<file path="src/rtl/gpu_pkg.sv">
// Shared GPU definitions: controller state encoding, panel defaults and pixel
// colour width. Used by the pixel plotter and the other drawing blocks.
package gpu_pkg;

  localparam int H_RES_DEF = 240;
  localparam int V_RES_DEF = 240;
  localparam int COLOR_W   = 16;

  // One-hot, matching the other GPU sequencing blocks.
  typedef enum logic [2:0] {
    ST_IDLE = 3'b001,
    ST_RUN  = 3'b010,
    ST_DONE = 3'b100
  } plot_state_e;

endpackage

</file>
<file path="src/rtl/pixel_plotter_if.sv">
// Framebuffer write port: req/ack handshake carrying a linear address and a
// colour. The plotter drives it through the master modport; the framebuffer
// arbiter answers through the slave modport.
interface pixel_plotter_if
  import gpu_pkg::*;
#(
  parameter int ADDR_WIDTH  = 16,
  parameter int COLOR_WIDTH = COLOR_W
);

  logic                   wr_req;
  logic [ADDR_WIDTH-1:0]  wr_addr;
  logic [COLOR_WIDTH-1:0] wr_data;
  logic                   wr_ack;

  modport master (output wr_req, output wr_addr, output wr_data, input wr_ack);
  modport slave  (input wr_req, input wr_addr, input wr_data, output wr_ack);

endinterface

</file>
<file path="src/rtl/pixel_fifo.sv">
// Synchronous FIFO with occupancy count, shared by several GPU blocks.
// DEPTH must be a power of two so the pointers wrap on their own.
// A push while full with no simultaneous pop is dropped.
module pixel_fifo #(
  parameter int WIDTH = 16,
  parameter int DEPTH = 4
) (
  input  logic                     clk,
  input  logic                     reset_n,
  input  logic                     push,
  input  logic [WIDTH-1:0]         din,
  input  logic                     pop,
  output logic [WIDTH-1:0]         dout,
  output logic                     empty,
  output logic                     full,
  output logic [$clog2(DEPTH):0]   count
);

  localparam int AW = $clog2(DEPTH);

  logic [WIDTH-1:0] mem [DEPTH];
  logic [AW-1:0]    wr_ptr;
  logic [AW-1:0]    rd_ptr;
  logic             do_push;
  logic             do_pop;

  assign empty   = (count == '0);
  assign full    = (count == (AW+1)'(DEPTH));
  assign do_pop  = pop && !empty;
  assign do_push = push && (!full || do_pop);
  assign dout    = mem[rd_ptr];

  // Storage array; no reset needed, validity is tracked by count.
  always_ff @(posedge clk) begin
    if (do_push) mem[wr_ptr] <= din;
  end

  // Pointers and occupancy; a simultaneous push and pop leaves count unchanged.
  always_ff @(posedge clk or negedge reset_n) begin
    if (!reset_n) begin
      wr_ptr <= '0;
      rd_ptr <= '0;
      count  <= '0;
    end else begin
      if (do_push) wr_ptr <= wr_ptr + 1'b1;
      if (do_pop)  rd_ptr <= rd_ptr + 1'b1;
      unique case ({do_push, do_pop})
        2'b10:   count <= count + 1'b1;
        2'b01:   count <= count - 1'b1;
        default: ;
      endcase
    end
  end

  overflow_push: assert property (@(posedge clk) disable iff (!reset_n)
                                  !(push && full && !pop));

endmodule

</file>
<file path="src/rtl/pixel_plotter.sv">
// Pixel plotter: consumes (valid, x, y) points from a drawing primitive,
// clips them to the panel, converts them to linear framebuffer addresses,
// buffers them and writes the latched colour over a req/ack port.
// The primitive is paced through clk_en_o so the point FIFO cannot overflow.
// Optional build macro PIXEL_PLOTTER_DEDUP_EN: drop a point whose address
// equals the previously accepted one (octant-boundary duplicates).
//
// state   | meaning
// --------+-----------------------------------------------------------
// IDLE    | waiting for start; colour is latched on start
// RUN     | accepting points and writing them; leaves once drained
// DONE    | one-cycle done pulse, then back to IDLE
module pixel_plotter
  import gpu_pkg::*;
#(
  parameter int DATA_WIDTH  = 8,
  parameter int H_RES       = H_RES_DEF,
  parameter int V_RES       = V_RES_DEF,
  parameter int ADDR_WIDTH  = 16,
  parameter int COLOR_WIDTH = COLOR_W,
  parameter int FIFO_DEPTH  = 4
) (
  input  logic                   clk,
  input  logic                   reset_n,
  input  logic                   start,
  input  logic [COLOR_WIDTH-1:0] color,
  output logic                   clk_en_o,
  input  logic                   valid_i,
  input  logic [DATA_WIDTH-1:0]  x_i,
  input  logic [DATA_WIDTH-1:0]  y_i,
  input  logic                   done_i,
  pixel_plotter_if.master        wr_if,
  output logic                   busy,
  output logic                   done
);

  localparam int CNT_W = $clog2(FIFO_DEPTH) + 1;

  plot_state_e            state_q, state_d;
  logic                   s1_valid;
  logic [ADDR_WIDTH-1:0]  s1_addr;
  logic                   en_d1, en_d2;
  logic                   done_pend;
  logic                   wr_req_q;
  logic [ADDR_WIDTH-1:0]  wr_addr_q;
  logic [COLOR_WIDTH-1:0] wr_data_q;
  logic                   fifo_empty, fifo_full, fifo_pop;
  logic [ADDR_WIDTH-1:0]  fifo_head;
  logic [CNT_W-1:0]       fifo_count;
  logic                   in_range, accept;
  logic [ADDR_WIDTH-1:0]  addr_calc;
  logic [1:0]             inflight;

  // Unsigned compare, so primitive underflow (e.g. 0xF6) falls outside.
  assign in_range  = (int'(x_i) < H_RES) && (int'(y_i) < V_RES);
  assign addr_calc = ADDR_WIDTH'(y_i) * ADDR_WIDTH'(H_RES) + ADDR_WIDTH'(x_i);

`ifdef PIXEL_PLOTTER_DEDUP_EN
  logic                  last_valid;
  logic [ADDR_WIDTH-1:0] last_addr;
  logic                  is_dup;

  assign is_dup = last_valid && (last_addr == addr_calc);

  // Remember the last address taken into stage 1; forget it on a new primitive.
  always_ff @(posedge clk or negedge reset_n) begin
    if (!reset_n) begin
      last_valid <= 1'b0;
      last_addr  <= '0;
    end else if (state_q == ST_IDLE && start) begin
      last_valid <= 1'b0;
    end else if (accept) begin
      last_valid <= 1'b1;
      last_addr  <= addr_calc;
    end
  end
`else
  logic is_dup;
  assign is_dup = 1'b0;
`endif

  assign accept = (state_q == ST_RUN) && valid_i && in_range && !is_dup;

  // Stage 1 register plus a two-deep history of issued enables.
  always_ff @(posedge clk or negedge reset_n) begin
    if (!reset_n) begin
      s1_valid <= 1'b0;
      s1_addr  <= '0;
      en_d1    <= 1'b0;
      en_d2    <= 1'b0;
    end else begin
      s1_valid <= accept;
      if (accept) s1_addr <= addr_calc;
      en_d1 <= clk_en_o;
      en_d2 <= en_d1;
    end
  end

  // Points that may still land: two enables at the primitive plus stage 1.
  assign inflight = {1'b0, en_d1} + {1'b0, en_d2} + {1'b0, s1_valid};
  assign clk_en_o = busy && !fifo_full &&
                    ((FIFO_DEPTH - int'(fifo_count) - int'(inflight)) >= 3);

  pixel_fifo #(
    .WIDTH (ADDR_WIDTH),
    .DEPTH (FIFO_DEPTH)
  ) u_fifo (
    .clk     (clk),
    .reset_n (reset_n),
    .push    (s1_valid),
    .din     (s1_addr),
    .pop     (fifo_pop),
    .dout    (fifo_head),
    .empty   (fifo_empty),
    .full    (fifo_full),
    .count   (fifo_count)
  );

  assign fifo_pop = wr_req_q && wr_if.wr_ack;

  // State register.
  always_ff @(posedge clk or negedge reset_n) begin
    if (!reset_n) state_q <= ST_IDLE;
    else          state_q <= state_d;
  end

  // Next state and status outputs.
  always_comb begin
    state_d = state_q;
    busy    = 1'b0;
    done    = 1'b0;
    unique case (state_q)
      ST_IDLE: if (start) state_d = ST_RUN;
      ST_RUN: begin
        busy = 1'b1;
        if (done_pend && !s1_valid && fifo_empty && !wr_req_q) state_d = ST_DONE;
      end
      ST_DONE: begin
        done    = 1'b1;
        state_d = ST_IDLE;
      end
      default: state_d = ST_IDLE;
    endcase
  end

  // Write port: head is held in wr_addr until acked, then popped.
  always_ff @(posedge clk or negedge reset_n) begin
    if (!reset_n) begin
      wr_req_q  <= 1'b0;
      wr_addr_q <= '0;
      wr_data_q <= '0;
    end else begin
      if (state_q == ST_IDLE && start) wr_data_q <= color;
      if (fifo_pop) begin
        wr_req_q <= 1'b0;
      end else if (state_q == ST_RUN && !wr_req_q && !fifo_empty) begin
        wr_req_q  <= 1'b1;
        wr_addr_q <= fifo_head;
      end
    end
  end

  // Sticky record of the primitive's completion until the queue drains.
  always_ff @(posedge clk or negedge reset_n) begin
    if (!reset_n)                done_pend <= 1'b0;
    else if (state_q != ST_RUN)  done_pend <= 1'b0;
    else if (done_i)             done_pend <= 1'b1;
  end

  assign wr_if.wr_req  = wr_req_q;
  assign wr_if.wr_addr = wr_addr_q;
  assign wr_if.wr_data = wr_data_q;

endmodule

</file>
<file path="src/flat_wrapper.sv">
// flat-port wrapper written by rule: the top's interface ports become plain ports
module pixel_plotter_flat import gpu_pkg::*;
#(
  parameter int DATA_WIDTH  = 8,
  parameter int H_RES       = H_RES_DEF,
  parameter int V_RES       = V_RES_DEF,
  parameter int ADDR_WIDTH  = 16,
  parameter int COLOR_WIDTH = COLOR_W,
  parameter int FIFO_DEPTH  = 4
)
  (clk, reset_n, start, color, clk_en_o, valid_i, x_i, y_i, done_i, busy, done, wr_if_wr_req, wr_if_wr_addr, wr_if_wr_data, wr_if_wr_ack);
  pixel_plotter_if #(.ADDR_WIDTH(ADDR_WIDTH), .COLOR_WIDTH(COLOR_WIDTH)) wr_if_i ();
  input  logic clk;
  input  logic reset_n;
  input  logic start;
  input  logic [COLOR_WIDTH-1:0] color;
  output logic clk_en_o;
  input  logic valid_i;
  input  logic [DATA_WIDTH-1:0] x_i;
  input  logic [DATA_WIDTH-1:0] y_i;
  input  logic done_i;
  output logic busy;
  output logic done;
  output wire logic [$bits(wr_if_i.wr_req)-1:0] wr_if_wr_req;
  output wire logic [$bits(wr_if_i.wr_addr)-1:0] wr_if_wr_addr;
  output wire logic [$bits(wr_if_i.wr_data)-1:0] wr_if_wr_data;
  input wire logic [$bits(wr_if_i.wr_ack)-1:0] wr_if_wr_ack;
  assign wr_if_wr_req = wr_if_i.wr_req;
  assign wr_if_wr_addr = wr_if_i.wr_addr;
  assign wr_if_wr_data = wr_if_i.wr_data;
  assign wr_if_i.wr_ack = wr_if_wr_ack;
  pixel_plotter #(.DATA_WIDTH(DATA_WIDTH), .H_RES(H_RES), .V_RES(V_RES), .ADDR_WIDTH(ADDR_WIDTH), .COLOR_WIDTH(COLOR_WIDTH), .FIFO_DEPTH(FIFO_DEPTH)) u_core (.clk(clk), .reset_n(reset_n), .start(start), .color(color), .clk_en_o(clk_en_o), .valid_i(valid_i), .x_i(x_i), .y_i(y_i), .done_i(done_i), .wr_if(wr_if_i), .busy(busy), .done(done));
endmodule
</file>
<file path="config.mk">
export PLATFORM = sky130hd
export DESIGN_NAME = pixel_plotter_flat
export DESIGN_NICKNAME = d
export VERILOG_FILES = /design/src/rtl/gpu_pkg.sv /design/src/rtl/pixel_plotter_if.sv /design/src/rtl/pixel_fifo.sv /design/src/rtl/pixel_plotter.sv /design/src/flat_wrapper.sv
export SDC_FILE = /design/constraint.sdc
export NUM_CORES = 1
export LEC_CHECK = 0
export BUFFER_PORTS_ARGS = -buffer_cell sky130_fd_sc_hd__buf_2
export CAP_MARGIN = 5
export CORE_UTILIZATION = 55
export CTS_CLUSTER_SIZE = 40
export DETAILED_ROUTE_END_ITERATION = 12
export GPL_TIMING_DRIVEN = 0
export PLACE_DENSITY = 0.82
export SYNTH_ARGS = -nofsm -noshare
export SYNTH_HDL_FRONTEND = slang
export SYNTH_HIERARCHICAL = 1
export SYNTH_SLANG_ARGS = --single-unit
</file>
<file path="constraint.sdc">
create_clock -name clk -period 4.8 [get_ports clk]
set_clock_uncertainty 0.05 [all_clocks]
set_input_delay 0.72 -clock clk [delete_from_list [all_inputs] [get_ports clk]]
set_output_delay 0.72 -clock clk [all_outputs]
set_load 0.03 [all_outputs]
</file>
==> impl_metrics.csv <==
group,metric,value,unit
critical_path,path_cells,"fa_1 > ha_1 > fa_1 > o21ai_0 > nand2_1 > nor4_1 > buf_2",
clock_network,cts_buffers,17,
critical_path,cpPeakStageDelay,490,ps
floorplanning,io_pins,74,
clock_network,cts_setup_buffers,0,
critical_path,cp.arrival,2940,ps
synthesis,yosysUniqueCellTypes,60,
global_route,grt_pass1_vias,3815,
finish,mostFrequentLayoutCell,"buf_2",
sta,setup_viol,0,
sta,max_freq,269.6,MHz
sta,period_share,77.28,%
floorplanning,coreArea,10890,um2
clock_network,clk_latency,520,ps
critical_path,slowest_stage,"fa_1",
power,leakage,3.118,nW
critical_path,critPathKind,"register to output pin",
sta,hold_viol,0,
detailed_routing,drt-total-wl,12.12,mm
clock_network,path_clk_slew,60,ps
sta,slew_violations,0,
placed_design,gp_congestion,0.7996,
detailed_routing,drt-initial-drc-count,194,
synthesis,yosysWarnings,6,
sta,rsz0062_at_grt,"no",
detailed_routing,routedWlPerCell,18.03,um
clock_network,clock_sinks,127,
clock_network,root_buffer,"clkbuf_8",
synthesis,avgSynthCellArea,14.49,um2
finish,insertedDiodeCount,0,
floorplanning,fp.dieW,107.9,um
clock_network,cts.htree.levels,4,
finish,final_cells,672,
global_route,grt_use_total,22.83,%
synthesis,syn_inst,426,
power,p_total,4.554,mW
finish,final_cell_mix,"buf_2 (78), edfxtp_1 (64), dfrtp_1 (62)",
detailed_routing,wl_met3,527,um
synthesis,syn_area,6173,um2
detailed_routing,antenna_left,0,
global_route,antenna_found_initial,0,
sta,tns,0,ps
critical_path,path_common_cell,"fa_1",
floorplanning,fp.dieH,107.9,um
critical_path,cp_max_fo,3,
outcome,status,"completed",
finish,nNetsFinal,601,
clock_network,ctsResizeCount,0,
sta,fin_crit,3709,ps
detailed_routing,met2_length,6.607,mm
power,powerDensity,627.5,nW/um2
floorplanning,die_area,11650,um2
synthesis,yosysSeqAreaShare,56.69,%
detailed_routing,wl_met1,4.809,mm
finish,drive_gt1_share,33.65,%
floorplanning,rows,38,
synthesis,ys_seq_elements,127,
sta,relSlewSlack,40.11,%
clock_network,cts_tree,"yes",
clock_network,hold_buffers,0,
floorplanning,start_util,56.70,%
flow_run,drv_cap,0,
detailed_routing,top_layer_used,"met4",
placed_design,dpl.hpwl,8.209,mm
global_route,grt_first_pass_wirelength,19.26,mm
detailed_routing,dr.pass1.iters,4,
detailed_routing,drc_errors,0,
detailed_routing,avgViaCountPerCell,5.476,
critical_path,cp.required,4030,ps
placed_design,portBuffers,73,
synthesis,syn_nets,508,
clock_network,cts_buffer_depth,2,
global_route,globalRouteOverflowTotal,0,
global_route,grt_max_degree,42,
power,vdd_drop_max,295.9,uV
placed_design,dpl.cell_count,640,
synthesis,async_flop_share,49.61,%
sta,max_slew.worst_pin.slew,898.3,ps
synthesis,synth_ff_type,"edfxtp_1",
critical_path,critPathCaptureType,"output pin",
synthesis,synth_edf_count,64,
critical_path,start_kind,"register",
hold_path,hp-class,"input port to async pin",
detailed_routing,vias,3680,
finish,fillers,731,
finish,area_growth,17.55,%
-- through the flow --
| step | setup slack, ps | hold WS, ps | util (%) | area, um2 |
|---|---|---|---|---|
| 4_1_cts | 1059 | 143.5 | 66.65 | 7257 |
| 5_1_grt | 931.2 | 171.6 | 66.65 | 7257 |
| 3_3_place_gp | 708.8 | 345.7 | 61.66 | 6714 |
| 6_report | 1091 | 134.8 | 66.65 | 7257 |
| 2_1_floorplan | 985.4 | 335.6 | - | 6173 |
| 3_5_place_dp | 602.6 | 347.7 | 61.85 | 6734 |
-- layout make-up --
cell class	instances	area (um2)	area share, %
buffer	14	77.57	1.069
clock buffer	22	462.9	6.379
clock inverter	10	60.06	0.8276
inverter	39	146.4	2.017
multi-input combinational	246	2450	33.76
sequential	127	3500	48.22
tap	140	175.2	2.414
timing repair buffer	74	385.4	5.310
-- routing by layer --
metal,vias up,GRT usage [%]
li1,1702,-
met1,1883,27.32
met2,83,40.40
met3,12,5.244
met4,0,8.023
met5,-,0
-- path summary, 6_finish.rpt --
path | startpoint | slack [ps] | cells past startpoint | end
min in group clk | x_i[1] | 350 | 3 | u_core/s1_addr[1]
max in group asynchronous | reset_n | 3890 | 2 | u_core/state_q[0]
min reg2reg | u_core/en_d1 | 370 | 0 | u_core/en_d2
min | reset_n | 130 | 1 | u_core/s1_addr[2]
max reg2reg | u_core/wr_if.wr_req | 2380 | 8 | u_core/u_fifo/count[1]
max | u_core/s1_valid | 1090 | 7 | clk_en_o
-- logic make-up (layout without fill, tap and decap cells) --
kind of cell / count (synthesis) / in the layout / share of synthesized area, %
and+or+nand+nor: 83 / 83 / 7.134
buffers and inverters: 53 / 159 / 3.628
DFF: 127 / 127 / 56.69
xor gates and xnor gates: 22 / 22 / 3.243
AOI/OAI and AO/OA: 43 / 43 / 5.594
adders and majority gates: 44 / 44 / 10.98
muxes: 54 / 54 / 12.73
-- flip-flops by register name (all words and copies together) (netlist names) --
signal,cells
u_core/u_fifo/count,3
u_core/en_d1,1
u_core/done_pend,1
u_core/state_q,3
u_core/wr_if.wr_data,16
u_core/s1_valid,1
u_core/en_d2,1
u_core/u_fifo/mem,64
u_core/wr_if.wr_req,1
u_core/u_fifo/rd_ptr,2
u_core/u_fifo/wr_ptr,2
u_core/wr_if.wr_addr,16
u_core/s1_addr,16
-- critical path: cells and delay by family, from the launching register on --
family,cells,cell delay (ps)
AO/OA/AOI/OAI,1,160
AND/OR/NAND/NOR,2,400
adder cells (fa/ha/maj),3,1170
buffers and inverters,1,270
flip-flops,1,430
-- cell usage after synthesis (3+ instances only) --
cell / count / share of area (%)
a21oi_1: 5 / 0.41
dfrtp_1: 62 / 25
ha_1: 27 / 5.5
nand2_1: 32 / 1.9
mux2_2: 33 / 6.0
clkbuf_1: 5 / 0.30
xor2_1: 10 / 1.4
o21ai_0: 13 / 1.1
and2_1: 5 / 0.51
buf_4: 3 / 0.36
a21o_1: 3 / 0.36
mux4_2: 16 / 5.8
mux2_1: 3 / 0.55
nand3_1: 5 / 0.41
nor3_1: 3 / 0.24
buf_2: 5 / 0.41
fa_1: 17 / 5.5
xnor2_1: 11 / 1.6
o211ai_1: 4 / 0.49
inv_1: 38 / 2.3
edfxtp_1: 64 / 31
nor2_1: 16 / 0.97
-- where the power goes --
part,internal (mW),leakage [nW],switching (mW)
Clock,0.671,0.266,0.442
Sequential,1.50,1.35,0.205
Combinational,0.725,1.50,1.01
Total,2.89,3.12,1.66
No activity file was read; power rests on OpenSTA's default activity.
